## config.mk

```make
export PLATFORM = sky130hd
export DESIGN_NAME = local_mean
export DESIGN_NICKNAME = d
export VERILOG_FILES = /design/src/rtl/local_mean.sv
export SDC_FILE = /design/constraint.sdc
export NUM_CORES = 1
export LEC_CHECK = 0
export BUFFER_PORTS_ARGS = -buffer_cell sky130_fd_sc_hd__buf_2
export CORE_MARGIN = 3
export CORE_UTILIZATION = 55
export CTS_CLUSTER_DIAMETER = 40
export DETAILED_ROUTE_END_ITERATION = 6
export PLACE_DENSITY_LB_ADDON = 0.15
export SLEW_MARGIN = 20
export SYNTH_ARGS = -nofsm -noshare
export SYNTH_HDL_FRONTEND = slang
export SYNTH_SLANG_ARGS = --single-unit
export TNS_END_PERCENT = 10
```

## constraint.sdc

```tcl
create_clock -name clock -period 6.25 [get_ports clock]
set_input_delay 0.9375 -clock clock [delete_from_list [all_inputs] [get_ports clock]]
set_output_delay 0.9375 -clock clock [all_outputs]
set_load 0.05 [all_outputs]
```

## src/rtl/local_mean.sv

```systemverilog
// rtl/local_mean.sv - per-pixel (2R+1)x(2R+1) window mean written to threshold memory, one pass after reset
// Optional macro LOCAL_MEAN_ROUND_EN: round-to-nearest mean instead of floor mean.
module local_mean #(
  parameter int WIDTH_BITS  = 7,
  parameter int HEIGHT_BITS = 7,
  parameter int WIDTH       = 2**WIDTH_BITS,
  parameter int HEIGHT      = 2**HEIGHT_BITS,
  parameter int R           = 1
) (
  input  logic                   clock,
  input  logic                   reset,
  output logic [WIDTH_BITS-1:0]  oImageCol,
  output logic [HEIGHT_BITS-1:0] oImageRow,
  input  logic [7:0]             iImageData,
  output logic [WIDTH_BITS-1:0]  oThresholdCol,
  output logic [HEIGHT_BITS-1:0] oThresholdRow,
  output logic [7:0]             oThresholdData,
  output logic                   oThresholdWren,
  output logic                   finished
);

  localparam int SIDE     = 2*R + 1;
  localparam int N        = SIDE*SIDE;
  localparam int SUM_BITS = 8 + $clog2(N);
  localparam int REM_BITS = $clog2(N) + 1;
  localparam int CNT_BITS = $clog2(N + 1);
  localparam int WIN_BITS = $clog2(SIDE + 1);
  localparam int DIV_BITS = $clog2(SUM_BITS);
  localparam int CW       = WIDTH_BITS + 2;
  localparam int RW       = HEIGHT_BITS + 2;

  localparam logic signed [CW-1:0] COL_MAX  = CW'(WIDTH - 1);
  localparam logic signed [RW-1:0] ROW_MAX  = RW'(HEIGHT - 1);
  localparam logic [WIDTH_BITS-1:0]  COL_LAST = WIDTH_BITS'(WIDTH - 1);
  localparam logic [HEIGHT_BITS-1:0] ROW_LAST = HEIGHT_BITS'(HEIGHT - 1);
  localparam logic [WIN_BITS-1:0]    WIN_LAST = WIN_BITS'(2*R);

`ifdef LOCAL_MEAN_ROUND_EN
  localparam logic [SUM_BITS:0] ROUND_ADD = (SUM_BITS+1)'(N/2);
`else
  localparam logic [SUM_BITS:0] ROUND_ADD = '0;
`endif

  typedef enum logic [1:0] {S_SCAN, S_DIVIDE, S_WRITE, S_DONE} state_t;

  state_t state, state_next;

  logic [WIDTH_BITS-1:0]  cx;
  logic [HEIGHT_BITS-1:0] cy;
  logic [CNT_BITS-1:0]    scan_cnt;
  logic [WIN_BITS-1:0]    win_x, win_y;
  logic [SUM_BITS-1:0]    acc;
  logic [SUM_BITS-1:0]    dvd;
  logic                   ovf;
  logic [REM_BITS-1:0]    rem;
  logic [DIV_BITS-1:0]    div_cnt;

  logic                   scan_last, div_last, last_px;
  logic [SUM_BITS:0]      sum_wide;
  logic [REM_BITS:0]      shifted, diff;
  logic signed [CW-1:0]   col_s;
  logic signed [RW-1:0]   row_s;

  assign scan_last = (scan_cnt == CNT_BITS'(N));
  assign div_last  = (div_cnt == DIV_BITS'(SUM_BITS - 1));
  assign last_px   = (cx == COL_LAST) && (cy == ROW_LAST);

  // Final sample arrives in the last SCAN cycle, so the dividend includes it directly.
  assign sum_wide = {1'b0, acc} + (SUM_BITS+1)'(iImageData) + ROUND_ADD;

  // Restoring divider step: borrow out of the trial subtraction decides the quotient bit.
  assign shifted = {rem, dvd[SUM_BITS-1]};
  assign diff    = shifted - (REM_BITS+1)'(N);

  assign col_s = signed'({2'b00, cx}) + signed'(CW'(win_x)) - signed'(CW'(R));
  assign row_s = signed'({2'b00, cy}) + signed'(RW'(win_y)) - signed'(RW'(R));

  always_comb begin
    oImageCol = col_s[WIDTH_BITS-1:0];
    if (col_s < 0)            oImageCol = '0;
    else if (col_s > COL_MAX) oImageCol = COL_LAST;
    oImageRow = row_s[HEIGHT_BITS-1:0];
    if (row_s < 0)            oImageRow = '0;
    else if (row_s > ROW_MAX) oImageRow = ROW_LAST;
  end

  assign oThresholdCol  = cx;
  assign oThresholdRow  = cy;
  assign oThresholdData = (ovf || (|dvd[SUM_BITS-1:8])) ? 8'hFF : dvd[7:0];

  always_ff @(posedge clock) begin
    if (!reset) state <= S_SCAN;
    else        state <= state_next;
  end

  always_comb begin
    state_next     = state;
    oThresholdWren = 1'b0;
    finished       = 1'b0;
    case (state)
      S_SCAN:   if (scan_last) state_next = S_DIVIDE;
      S_DIVIDE: if (div_last) state_next = S_WRITE;
      S_WRITE: begin
        oThresholdWren = 1'b1;
        state_next     = last_px ? S_DONE : S_SCAN;
      end
      S_DONE:   finished = 1'b1;
      default:  state_next = S_SCAN;
    endcase
  end

  always_ff @(posedge clock) begin
    if (!reset) begin
      cx       <= '0;
      cy       <= '0;
      scan_cnt <= '0;
      win_x    <= '0;
      win_y    <= '0;
      acc      <= '0;
      dvd      <= '0;
      ovf      <= 1'b0;
      rem      <= '0;
      div_cnt  <= '0;
    end else begin
      case (state)
        S_SCAN: begin
          if (scan_cnt != '0) acc <= acc + SUM_BITS'(iImageData);
          if (scan_last) begin
            scan_cnt <= '0;
            dvd      <= sum_wide[SUM_BITS-1:0];
            ovf      <= sum_wide[SUM_BITS];
            rem      <= '0;
            div_cnt  <= '0;
          end else begin
            scan_cnt <= scan_cnt + CNT_BITS'(1);
            if (win_x == WIN_LAST) begin
              win_x <= '0;
              win_y <= (win_y == WIN_LAST) ? '0 : win_y + WIN_BITS'(1);
            end else begin
              win_x <= win_x + WIN_BITS'(1);
            end
          end
        end
        S_DIVIDE: begin
          rem     <= diff[REM_BITS] ? shifted[REM_BITS-1:0] : diff[REM_BITS-1:0];
          dvd     <= {dvd[SUM_BITS-2:0], ~diff[REM_BITS]};
          div_cnt <= div_cnt + DIV_BITS'(1);
        end
        S_WRITE: begin
          acc <= '0;
          if (!last_px) begin
            if (cx == COL_LAST) begin
              cx <= '0;
              cy <= cy + HEIGHT_BITS'(1);
            end else begin
              cx <= cx + WIDTH_BITS'(1);
            end
          end
        end
        default: ;
      endcase
    end
  end

endmodule

```

==> impl_metrics.ini <==
[outcome]
status = complete, no violations

[global_route]
grt.met2_usage_pct = 38.0
busiest_layer = met2
grt_use_total_pct = 22.5
grt-ovfl-total = 0
grt_pass1_vias = 3462
use_met3_pct = 4.67
use_met1_pct = 27.7
grt_max_degree = 28
antenna_found_initial = 0
grt_pass1_wl_mm = 15.5

[cts]
clk_path_buf_depth = 2
cts_inserted_buffers = 9
cts.htree.levels = 3
clock_tree.root_cell = clkbuf_8
cts.repair.resized = 0
clk_latency_ps = 340
cts-hold-fix-buffers = 0
tritoncts = built
cts.sinks = 58
post_cts_buffers = 0
clk_pin_slew_ps = 70

[floorplan]
ios = 48
start_util_pct = 57.5
die_w_um = 90.8
rows = 30
dieArea_um2 = 8240
core_area_um2 = 6870
die_h_um = 90.8

[final_layout]
final_cells = 632
fill_cells = 600
nNetsFinal = 587
multi_input_area_um2 = 2540
final_core_util_pct = 64.8
register_area_um2 = 1160
antenna_cells = 0
drive_above_1_share_pct = 13.8
syn2layout_area_growth_pct = 12.6
design_area_um2 = 4450

[worst_setup_path]
critPathMaxStageDelay_ps = 390
arrival_ps = 2870
critPathMaxFanout = 6
critPathKind = flop to primary output
end_kind = primary output
cp.required_ps = 5310
path_common_cell = inv_1
startpoint_type = flop
critPathSlowestCell = fa_1
crit_chain = inv_1 > ha_1 > inv_1 > ha_1 > inv_1 > fa_1 > nor2b_1 > o31a_1 > nor4_1 > nor3_2 > a21oi_1 > buf_2

[place]
dp_hpwl_mm = 6.44
place_congestion = 0.838
port_buffers = 47
post_dp_cell_area_um2 = 4240
place_inst = 616

[timing]
rsz0062_at_grt = no
finalCritPeriodShare_pct = 61.0
relSlewSlack_pct = 40.8
finalCriticalPeriod_ps = 3810
tightest_slew_ps = 888
drv_slew = 0
fin_setup_tns_ps = 0
setup_viol = 0
report.final.hold_viol_count = 0
skew_ps = 7.03
fmax_mhz = 262
holdWs_ps = 465

[logic_synthesis]
ys_seq_area_share_pct = 29.4
ys_ff_latch = 58
ys_warn_count = 0
synth-async-reset-ratio_pct = 0
synth_area_um2 = 3950
syn_nets = 545
yosysTopAreaCell = dfxtp_1
syn_area_per_cell_um2 = 8.08
synthTopCellsByArea = dfxtp_1 (29%), ha_1 (14%), a21oi_1 (6.8%), xnor2_1 (4.9%), inv_1 (4.3%)
synth_cells = 489
synthFlopType = dfxtp_1
synth_edf_count = 0
yosysUniqueCellTypes = 53
yosys.area.top_type_share_pct = 29.4

[detailed_routing]
drc = 0
first_pass_iters = 4
drt_wl_total_mm = 8.57
num_vias = 3531
drt_iter0_drc = 151
via_per_inst = 5.59
routedWlPerCell_um = 13.6
ant_nets = 0

[power_and_ir_drop]
power_density_nw_per_um2 = 289
p_leak_nw = 2.02
peakVddDrop_v = 0.000175

[job]
cap_violations = 0

[min_path]
worstHoldPathType = flop to flop
==> per-stage QoR <==
step	worst slack (ps)	power [mW]
final	2440	1.28
after global routing	2100	1.37
after CTS	2410	1.29
after detailed placement	2800	0.934
after global placement	2890	0.926
after floorplan	2240	0.836
==> layout make-up <==
| type | instances | area share (%) |
|---|---|---|
| inverters | 45 | 3.80 |
| flip-flops and latches | 58 | 26.1 |
| repair buffers | 49 | 5.63 |
| well taps | 96 | 2.70 |
| multi-input cells | 368 | 57.2 |
| clock buffers | 11 | 3.40 |
| clock inverters | 5 | 1.18 |
==> worst max-delay path: cells and delay by family (launching register included) <==
kind | cells | cell delay, ps
buffers and inverters | 4 | 410
AND/OR/NAND/NOR | 3 | 590
flip-flops | 1 | 380
adder cells (fa/ha/maj) | 3 | 850
AO/OA/AOI/OAI | 2 | 300
==> worst paths after layout <==
check	startpoint	end	slack, ps	cells after the start
worst max-delay path	oThresholdRow[1]	oImageRow[0]	2440	12
worst min-delay path	ovf	ovf	470	2
worst max register to register	state[1]	rem[4]	3410	6
worst min register to register	ovf	ovf	470	2
==> flip-flops by register name, summed over array words and instances, names as in the netlist <==
register	count
oThresholdRow	7
ovf	1
win_y	2
rem	5
scan_cnt	4
acc	12
dvd	12
win_x	2
oThresholdCol	7
div_cnt	4
state	2
==> power breakdown <==
part | leakage (nW) | switching (mW) | total [mW] | internal (mW)
registers | 0.470 | 0.0281 | 0.430 | 0.402
logic | 1.45 | 0.329 | 0.502 | 0.172
clock network | 0.105 | 0.150 | 0.353 | 0.204
total | 2.02 | 0.507 | 1.28 | 0.777
==> per-layer routing <==
layer / share of wire [%] / vias to the layer above
met4: 2.1 / 0
met3: 3.4 / 14
met2: 47 / 73
li1: - / 1811
met5: 0 / -
met1: 47 / 1633
==> Yosys cell counts (2+ instances only) <==
cell type  count
buf_2          5
nor2_1        44
a22oi_1        7
mux2i_1        6
a2bb2oi_1      2
a221oi_1       2
a32o_1         3
nand2_1       39
o21ai_0       18
nor3_2         2
xor2_1         6
nor3b_1        2
nand3_1       16
fa_1           3
a41o_1         3
nor3_1        11
inv_1         45
a211oi_1       2
o2111ai_1      2
or3_1         13
o31a_1         2
nand3b_1       2
o221ai_1       2
o211a_1        2
a21o_1         4
nor4_1         4
o211ai_1       7
nand4_1        8
clkbuf_1      12
dfxtp_1       58
nand2b_1       3
o21a_1         7
o22ai_1        2
a31oi_1        3
a21oi_1       54
nor2b_1        7
xnor2_1       22
ha_1          43
or4_1          2
==> cells in the final DEF, fill, tap and decap left out, types with 8 or more instances in the layout <==
| master | n |
|---|---|
| nand2_1 | 39 |
| clkbuf_8 | 11 |
| o21ai_0 | 18 |
| xnor2_1 | 22 |
| ha_1 | 43 |
| nor3_1 | 11 |
| nor2_1 | 44 |
| a21oi_1 | 54 |
| nand3_1 | 16 |
| dfxtp_1 | 58 |
| nand4_1 | 8 |
| or3_1 | 13 |
| buf_2 | 47 |
| inv_1 | 45 |
==> kinds of logic (layout without fill, tap and decap cells) <==
family	Yosys count	after routing	synth area share, %
compound gates	128	128	21.0
xor+xnor	28	28	6.21
fa+ha+maj	46	46	15.1
buf+inv	63	110	6.24
flops	58	58	29.4
mux	8	8	2.25
simple gates	158	158	19.8
(Power assumes the default switching activity.)
